$ cat src/rtl/mul_sequencer.sv
// Sequential 32x32->64 unsigned shift-and-add multiplier that drives the shared datapath ALU.
// Optional build macro MUL_EARLY_EXIT_EN finishes early once the remaining multiplier bits are zero.
module mul_sequencer #(
    parameter int unsigned WIDTH   = 32,
    parameter logic [4:0]  ALU_ADD = 5'b00100
) (
    input  logic             clk,
    input  logic             reset_n,
    input  logic             start,
    input  logic [WIDTH-1:0] op_a,
    input  logic [WIDTH-1:0] op_b,
    output logic             busy,
    output logic             done,
    output logic [WIDTH-1:0] product_hi,
    output logic [WIDTH-1:0] product_lo,
    output logic             hi_nonzero,
    output logic [WIDTH-1:0] alu_a,
    output logic [WIDTH-1:0] alu_b,
    output logic [4:0]       alu_op,
    output logic             alu_cin,
    input  logic [WIDTH-1:0] alu_result,
    input  logic             alu_c
);

    localparam int unsigned CW = $clog2(WIDTH);

    typedef enum logic [1:0] {
        IDLE = 2'd0,
        RUN  = 2'd1,
        DONE = 2'd2
    } state_e;

    state_e           state_q;
    logic             busy_q;
    logic             done_q;
    logic [WIDTH-1:0] m_q;
    logic [WIDTH-1:0] p_q;
    logic [WIDTH-1:0] q_q;
    logic [CW-1:0]    count_q;
    logic [WIDTH-1:0] prod_hi_q;
    logic [WIDTH-1:0] prod_lo_q;
    logic             hi_nz_q;
    logic [2*WIDTH-1:0] pq_step_d;

    // One iteration: the 65-bit {carry, sum, Q} shifted right by one.
    always_comb begin
        pq_step_d = {alu_c, alu_result, q_q[WIDTH-1:1]};
    end

`ifdef MUL_EARLY_EXIT_EN
    logic [WIDTH-1:0]   r_q;
    logic [2*WIDTH-1:0] pq_skip_d;

    // No multiplier bits left: the remaining iterations would only shift.
    always_comb begin
        pq_skip_d = {p_q, q_q} >> ((CW+1)'(WIDTH) - {1'b0, count_q});
    end
`endif

    always_ff @(posedge clk or negedge reset_n) begin
        if (!reset_n) begin
            state_q   <= IDLE;
            busy_q    <= 1'b0;
            done_q    <= 1'b0;
            m_q       <= '0;
            p_q       <= '0;
            q_q       <= '0;
            count_q   <= '0;
            prod_hi_q <= '0;
            prod_lo_q <= '0;
            hi_nz_q   <= 1'b0;
`ifdef MUL_EARLY_EXIT_EN
            r_q       <= '0;
`endif
        end else begin
            case (state_q)
                IDLE: begin
                    done_q <= 1'b0;
                    if (start) begin
                        m_q     <= op_a;
                        p_q     <= '0;
                        q_q     <= op_b;
                        count_q <= '0;
                        busy_q  <= 1'b1;
                        state_q <= RUN;
`ifdef MUL_EARLY_EXIT_EN
                        r_q     <= op_b;
`endif
                    end
                end
                RUN: begin
`ifdef MUL_EARLY_EXIT_EN
                    if (r_q == '0) begin
                        {p_q, q_q} <= pq_skip_d;
                        done_q     <= 1'b1;
                        state_q    <= DONE;
                    end else begin
                        {p_q, q_q} <= pq_step_d;
                        r_q        <= r_q >> 1;
                        count_q    <= count_q + 1'b1;
                        if (count_q == '1) begin
                            done_q  <= 1'b1;
                            state_q <= DONE;
                        end
                    end
`else
                    {p_q, q_q} <= pq_step_d;
                    count_q    <= count_q + 1'b1;
                    if (count_q == '1) begin
                        done_q  <= 1'b1;
                        state_q <= DONE;
                    end
`endif
                end
                DONE: begin
                    prod_hi_q <= p_q;
                    prod_lo_q <= q_q;
                    hi_nz_q   <= |p_q;
                    done_q    <= 1'b0;
                    busy_q    <= 1'b0;
                    state_q   <= IDLE;
                end
                default: begin
                    state_q <= IDLE;
                    busy_q  <= 1'b0;
                    done_q  <= 1'b0;
                end
            endcase
        end
    end

    assign busy       = busy_q;
    assign done       = done_q;
    assign product_hi = prod_hi_q;
    assign product_lo = prod_lo_q;
    assign hi_nonzero = hi_nz_q;
    assign alu_a      = p_q;
    assign alu_b      = (state_q == RUN && q_q[0]) ? m_q : '0;
    assign alu_op     = ALU_ADD;
    assign alu_cin    = 1'b0;

endmodule
$ cat config.mk
export PLATFORM = sky130hd
export DESIGN_NAME = mul_sequencer
export DESIGN_NICKNAME = d
export VERILOG_FILES = /design/src/rtl/mul_sequencer.sv
export SDC_FILE = /design/constraint.sdc
export NUM_CORES = 1
export LEC_CHECK = 0
export CELL_PAD_IN_SITES_DETAIL_PLACEMENT = 1
export CELL_PAD_IN_SITES_GLOBAL_PLACEMENT = 2
export CORE_MARGIN = 8
export CORE_UTILIZATION = 28
export DETAILED_ROUTE_END_ITERATION = 6
export MAX_ROUTING_LAYER = met4
export PLACE_DENSITY = 0.9
export SLEW_MARGIN = 40
export SYNTH_ARGS = -nofsm -noshare
export SYNTH_HDL_FRONTEND = slang
export SYNTH_SLANG_ARGS = --single-unit
$ cat constraint.sdc
create_clock -name clk -period 2.04 [get_ports clk]
set_input_delay 0.408 -clock clk [delete_from_list [all_inputs] [get_ports clk]]
set_output_delay 0.408 -clock clk [all_outputs]
set_load 0.005 [all_outputs]
-- Word-level counts from Yosys, hierarchy flattened
Index checks and enable logic that the tools add are counted.
- add/subtract/negate cells: 1
- bitwise gates (word level): 1
- equal/unequal tests: 5
- reduce and logical (&&, ||, !) cells: 8
- muxes and demuxes: 14
- operators with widths (kind ; number):
    32-bit one-hot mux with 2 select lines ; 2
    32-bit 2-to-1 mux ; 3
    32-bit OR reduction ; 1
    5-bit one-hot mux with 2 select lines ; 1
    2-bit AND reduction ; 4
    5-bit by 1-bit adder with 5-bit output (second input constant) ; 1
    5-bit equality test (second input constant) ; 1
    5-bit 2-to-1 mux ; 1
    2-bit 2-to-1 mux ; 2
    2-bit != test (second input constant) ; 2
    2-bit one-hot mux with 2 select lines ; 1
    1-bit 2-to-1 mux ; 3
    2-bit by 1-bit equality test with 1-bit output (second input constant) ; 1
    2-bit equality test (second input constant) ; 1
    2-bit zero test ; 1
    1-bit one-hot mux with 2 select lines ; 1
    2-bit nonzero test ; 1
    1-bit logical AND ; 1
    1-bit inverter ; 1
- register bits: 170
- output and inout port bits: 137

-- Logic depth before layout (Yosys ltp)
Gate-level depths: netlist of run 1.
- depth in word-level cells: 3
- mapped depth: 6
- depth with buffers taken out: 5

-- Worst setup path after synthesis of run 1
No wires, ideal clock.
- path type: register to output
- from: reg state_q[1]
- to: out alu_b[23]
- arrival time: 1.176 ns
- path buffers: 3
- setup slack: 0.456 ns
- required time: 1.632 ns
- cell stages (with the launch flop): 6
- cell sequence: dfrtp_1 -> buf_6 -> nor2b_1 -> buf_4 -> clkbuf_1 -> and3_1
- word-level cells in the longest chain between the ends: 3
- ends and longest elaborated chain (element ; RTL line ; text):
    start, declared ; 33 ; state_e state_q;
    start signal, assigned ; 62 ; state_q <= IDLE;
    start signal, assigned ; 85 ; state_q <= RUN;
    start signal, assigned ; 111 ; state_q <= DONE;
    2-bit by 1-bit equality test with 1-bit output ; 138 ; assign alu_b = (state_q == RUN && q_q[0]) ? m_q : '0;
    1-bit logical AND ; 138 ;
    32-bit 2-to-1 mux ; 138 ;
    end, declared ; 18 ; output logic [WIDTH-1:0] alu_b,
No other way between the ends.

-- Worst setup path after layout of run 1
- from: reg state_q[1]
- to: out alu_b[3]
The elaborated chain is that of the path after synthesis.

==> flow_metrics.py, run 1 <==
metrics = {
    "grt": {
        "grt_pass1_wl_um": 35700,
        "grt_max_degree": 57,
        "antenna_found_initial": 0,
        "grt_usage_pct": 15.2,
        "grt_pass1_vias": 5928,
        "grt_overflow": 0,
    },
    "die": {
        "dieWidth_um": 173,
        "start_util_pct": 28.5,
        "dieArea_sq_um": 30100,
        "die_y_um": 173,
        "ioPinCount": 237,
        "rows": 57,
        "core_sq_um": 24300,
    },
    "sta": {
        "fin_crit_sh_pct": 96.4,
        "setup_tns_ns": 0,
        "min_period_ns": 1.97,
        "finalHoldViolations": 0,
        "clock.fmax_mhz": 509,
        "rsz0062_at_grt": "false",
        "setup_viol": 0,
        "clock-skew-final_ns": 0.0144,
        "slew_violations": 0,
    },
    "clock_tree": {
        "clock-root-buffer": "clkbuf_16",
        "cts.sinks": 170,
        "cts_htree_levels": 4,
        "insertion_delay_ns": 0.42,
        "numCtsBuffers": 17,
        "cts_tree": "done",
        "clock_path_buffers": 2,
        "clk_pin_slew_ns": 0.07,
    },
    "power": {
        "power_density_nw_per_um2": 1150,
        "max-vdd-ir-drop_mv": 0.456,
        "p_leak_nw": 4.62,
    },
    "yosys": {
        "yosys_warnings": 0,
        "synth.distinct_cells": 31,
        "seq_area_frac_synth_pct": 61.3,
        "synthesis.area_sq_um": 6940,
        "synth_cells": 581,
        "syn_avg_cell_area_sq_um": 11.9,
        "synth-seq-cells": 170,
    },
    "final_layout": {
        "nets": 915,
        "area_growth_pct": 47.8,
        "layout.cells.non_filler": 1150,
        "layout_commonest_cell": "clkdlybuf4s50_1",
        "final_cell_mix": "clkdlybuf4s50_1, dfrtp_1, nand2_1, mux2_2, a22o_1",
        "antennaDiodeCount": 0,
        "fill_cells": 2606,
        "layout-drive-gt1-share_pct": 18.2,
    },
    "worst_setup_path": {
        "r2r-end": "product_lo[16]$_DFFE_PN0N_",
        "crit_chain": "nor2b_4 -> buf_6 -> clkbuf_16 -> and3_4 -> buf_2",
        "critical_path.slowest_cell": "dfrtp_1",
        "rr_startpoint": "state_q[0]$_DFFE_PN0P_",
        "max_stage_delay_ns": 0.41,
        "cp-start-kind": "register",
        "critical-path-top-delay-family": "buffers and inverters",
        "crit_type": "reg2out",
        "arrival_ns": 1.56,
        "endpoint_kind": "output port",
        "critPathRequiredTime_ns": 1.63,
        "r2r_slack_ns": 0.14,
        "crit_buf_inv": 3,
        "rr_worst_depth": 5,
        "worst-path-max-fanout": 7,
    },
    "flow_run": {
        "maxCapViolations": 0,
    },
    "route": {
        "vias": 5409,
        "first_pass_iters": 4,
        "remaining_drc_errors": 0,
        "post_drt_wl_per_cell_um": 19.1,
        "ant_nets": 0,
        "viasPerCell": 4.70,
        "first_iter_violations": 261,
        "drt-total-wl_um": 21900,
    },
    "placed_design": {
        "place_congestion": 0.748,
        "io_buffer_count": 230,
        "dp.cells": 1109,
        "hpwlAfterDp_um": 15500,
    },
    "outcome": {
        "status": "finished clean",
    },
    "min_path": {
        "min-delay-path-class": "in2async",
    },
}
flip-flops by register name, indices dropped and copies added (netlist names):
| name | flops |
|---|---|
| done | 1 |
| hi_nonzero | 1 |
| count_q | 5 |
| q_q | 32 |
| state_q | 2 |
| product_hi | 32 |
| m_q | 32 |
| product_lo | 32 |
| alu_a | 32 |
| busy | 1 |
report_power, final:
part | internal, W | switching [W]
clock | 0.00200 | 0.00145
sequential | 0.00435 | 0.000784
combinational | 0.00184 | 0.00141
total | 0.00819 | 0.00365
per-stage QoR:
step	power (W)	util [%]	setup slack, ns	hold slack (ns)	instance area (sq um)
floorplan	0.00642	-	0.456	0.112	6950
global placement	0.00839	39.6	0.116	0.351	9640
detailed placement	0.00853	39.6	0.0757	0.348	9640
CTS	0.0121	42.7	-0.00128	0.453	10400
global route	0.0126	42.2	0.00668	0.478	10300
finish	0.0118	42.2	0.0735	0.467	10300
final cells by class:
type                    count  area (sq um)  share of cell area, %
flip-flops and latches    170          4250                   41.5
inverters                   3          11.3                  0.110
clock inverters            13           180                   1.76
repair buffers            258          2550                   24.8
clock buffers              19           443                   4.32
well taps                 324           405                   3.95
multi-input cells         363          2410                   23.5
metal layers:
metal,track usage (%),vias to the layer above,routed length [um]
li1,-,2482,-
met1,18.8,2746,9660
met2,24.1,160,10700
met3,3.79,21,1180
met4,4.99,0,391
met5,-,-,0
synth_stat cells, drive strengths merged:
cell type / n / share of area, %
dfrtp: 170 / 61
nand2: 130 / 7.0
mux2: 64 / 10
a22o: 34 / 4.3
buf: 34 / 3.7
o21ai: 34 / 2.5
and3: 33 / 3.0
a22oi: 30 / 3.2
clkbuf: 15 / 0.81
nor4: 8 / 0.72
inv: 3 / 0.16
mux2i: 3 / 0.43
nand2b: 3 / 0.38
nand4: 3 / 0.27
a21oi: 2 / 0.14
conb: 2 / 0.11
ha: 2 / 0.36
nor2: 2 / 0.11
nor2b: 2 / 0.18
a221o: 1 / 0.14
and2: 1 / 0.090
nand3b: 1 / 0.11
nor3b: 1 / 0.18
o21bai: 1 / 0.16
o31a: 1 / 0.13
or3b: 1 / 0.13
worst register-to-register path: stages (launching register included):
cell	delay (ns)
dfrtp_1	0.34
buf_4	0.11
buf_4	0.39
nand2b_4	0.37
buf_12	0.21
mux2_2	0.38
worst max path at each step:
stage | start | to | slack (ns) | cells after the start
2_1_floorplan | state_q[1]$_DFFE_PN0P_ | alu_b[23] | 0.46 | 5
3_3_place_gp | start | count_q[3]$_DFFE_PN0P_ | 0.12 | 5
3_5_place_dp | start | count_q[3]$_DFFE_PN0P_ | 0.08 | 5
4_1_cts | state_q[1]$_DFFE_PN0P_ | alu_b[16] | -0.001 | 5
5_1_grt | state_q[1]$_DFFE_PN0P_ | alu_b[3] | 0.007 | 5
6_report | state_q[1]$_DFFE_PN0P_ | alu_b[3] | 0.07 | 5
cell families (layout without fill, tap and decap cells):
family                   count (synthesis)  after routing  share of synthesized area (%)
flip-flops                             170            170                           61.3
other                                    2              6                          0.108
AO/OA/AOI/OAI                          103            103                           10.6
multiplexers                            67             67                           10.8
AND/OR/NAND/NOR                        185            185                           12.2
buffers and inverters                   52            293                           4.65
adder cells (fa/ha/maj)                  2              2                          0.361
repair_timing:
item                       in CTS  in global routing
hold buffers                    1                  0
gates cloned                    2                  1
hold endpoints to repair       35                  0
gates resized for setup        92                 28
buffers inserted                5                  0
setup endpoints to repair      32                 27
(Power assumes the default switching activity.)
==> run 2, diff against run 1 <==
CTS_CLUSTER_DIAMETER = 120   (was unset)
GPL_ROUTABILITY_DRIVEN = 0   (was unset)
clock period = 2.1 ns   (was 2.04 ns; I/O delays follow)
==> run 2 against run 1 <==
Against the previous run: the run now ends with negative hold slack left; cell count grew 0.26%; setup slack lost 0.011 ns; flip-flop and latch count is the same; combinational power shrank 5%; highest routed layer unchanged; largest power group unchanged; non-clock buffer count grew 3; wire length grew 0.77%.
==> flow_metrics.py, run 2 (same netlist as run 1, synthesis figures left out) <==
metrics = {
    "flow_run": {
        "maxCapViolations": 0,
    },
    "clock_tree": {
        "clock-root-buffer": "clkbuf_16",
        "insertion_delay_ns": 0.42,
        "clock_path_buffers": 2,
        "numCtsBuffers": 17,
        "cts_htree_levels": 4,
        "cts.sinks": 170,
        "clk_pin_slew_ns": 0.07,
        "cts_tree": "done",
    },
    "grt": {
        "grt_max_degree": 65,
        "use_met1_pct": 19.0,
        "met3_usage_pct": 4.16,
        "busiest_layer": "met2",
        "grt_pass1_vias": 5949,
        "antenna_found_initial": 0,
        "grt_pass1_wl_um": 35500,
        "use_met2_pct": 24.2,
        "grt_usage_pct": 15.2,
        "grt_overflow": 0,
    },
    "worst_setup_path": {
        "critPathRequiredTime_ns": 1.68,
        "crit_start": "state_q[1]$_DFFE_PN0P_",
        "arrival_ns": 1.62,
        "rr_worst_depth": 5,
        "r2r_slack_ns": 0.15,
        "endpoint_kind": "output port",
        "worst-path-max-fanout": 19,
        "cp-start-kind": "register",
        "endpoint": "alu_b[3]",
        "rr_startpoint": "state_q[0]$_DFFE_PN0P_",
        "crit_type": "reg2out",
        "r2r-end": "product_hi[28]$_DFFE_PN0N_",
    },
    "sta": {
        "timing.hold.ws_ns": -0.00212,
        "clock.fmax_mhz": 491,
        "slew_violations": 0,
        "slew_headroom_pct": 55.9,
        "rsz0062_at_grt": "false",
        "min_period_ns": 2.04,
        "finalHoldViolations": 1,
        "clock-skew-final_ns": 0.00955,
        "tightest_slew_ns": 0.662,
        "setup_viol": 0,
        "fin_crit_sh_pct": 97.0,
        "setup_tns_ns": 0,
    },
    "route": {
        "vias": 5446,
        "viasPerCell": 4.72,
        "first_pass_iters": 4,
        "drt-total-wl_um": 22100,
        "ant_nets": 0,
        "remaining_drc_errors": 0,
        "post_drt_wl_per_cell_um": 19.2,
        "first_iter_violations": 221,
    },
    "final_layout": {
        "layout_commonest_cell": "clkdlybuf4s50_1",
        "area_growth_pct": 47.7,
        "final_cell_mix": "clkdlybuf4s50_1, dfrtp_1, nand2_1, mux2_2, a22o_1",
        "nets": 918,
        "final_area_sq_um": 10200,
        "antennaDiodeCount": 0,
        "fill_cells": 2576,
        "layout-drive-gt1-share_pct": 14.7,
        "fin_util_pct": 42.1,
    },
    "die": {
        "start_util_pct": 28.5,
        "die_y_um": 173,
        "core_sq_um": 24300,
        "rows": 57,
        "dieWidth_um": 173,
        "ioPinCount": 237,
        "dieArea_sq_um": 30100,
    },
    "min_path": {
        "min-delay-path-class": "in2async",
    },
    "power": {
        "max-vdd-ir-drop_mv": 0.495,
        "power_density_nw_per_um2": 1080,
        "p_leak_nw": 4.64,
        "p_total_w": 0.0111,
    },
    "placed_design": {
        "io_buffer_count": 230,
        "hpwlAfterDp_um": 15900,
        "place_area_sq_um": 9680,
    },
    "outcome": {
        "status": "finished with violations",
        "violations": "negative hold slack",
    },
}
==> run 2: area by class of cell <==
| type | count | area [sq um] | area share [%] |
|---|---|---|---|
| timing repair buffer | 261 | 2600 | 25.4 |
| tap | 324 | 405 | 3.96 |
| inverter | 3 | 11.3 | 0.110 |
| sequential | 170 | 4250 | 41.5 |
| clock inverter | 14 | 134 | 1.31 |
| clock buffer | 18 | 429 | 4.19 |
| multi-input combinational | 363 | 2410 | 23.5 |
==> run 2: repair_timing <==
action | 4_1_cts | 5_1_grt
endpoints found under the hold margin | 0 | 0
resized for setup | 39 | 2
hold buffers | 0 | 0
buffers inserted | 2 | 1
setup endpoints to repair | 32 | 4
==> run 2: through the flow <==
step,instances,setup slack (ns),hold slack (ns)
3_3_place_gp,1118,0.174,0.451
4_1_cts,1152,0.0258,0.0188
3_5_place_dp,1118,0.113,0.463
6_report,1153,0.0623,-0.00212
2_1_floorplan,585,0.504,0.124
5_1_grt,1153,0.00336,0.0162
==> run 2: critical path, cell delays in order (launching register included) <==
cell and delay, ns:
dfrtp_1 0.41, nor2b_4 0.18, buf_12 0.16, and3_1 0.19
dlygate4sd2_1 0.26
==> run 2: worst min path at each step <==
stage | endpoint | slack, ns | depth (start not counted)
after global routing | product_lo[9]$_DFFE_PN0N_ | 0.02 | 1
final | product_lo[9]$_DFFE_PN0N_ | -0.002 | 1
after floorplan | alu_a[0]$_DFFE_PN0P_ | 0.12 | 0
after detailed placement | m_q[14]$_DFFE_PN0P_ | 0.46 | 2
after CTS | product_lo[9]$_DFFE_PN0N_ | 0.02 | 1
after global placement | m_q[16]$_DFFE_PN0P_ | 0.45 | 2
==> run 2: per-layer routing <==
metal / vias to the layer above / share of wire (%)
met4: 0 / 0.99
met3: 14 / 5.1
met5: - / 0
met2: 181 / 48
met1: 2756 / 45
li1: 2495 / -
==> run 2: power by group <==
part / total (W) / internal (W) / leakage (nW) / switching (W)
Combinational: 0.00310 / 0.00175 / 2.32 / 0.00135
Clock: 0.00303 / 0.00157 / 0.267 / 0.00146
Sequential: 0.00498 / 0.00422 / 2.06 / 0.000763
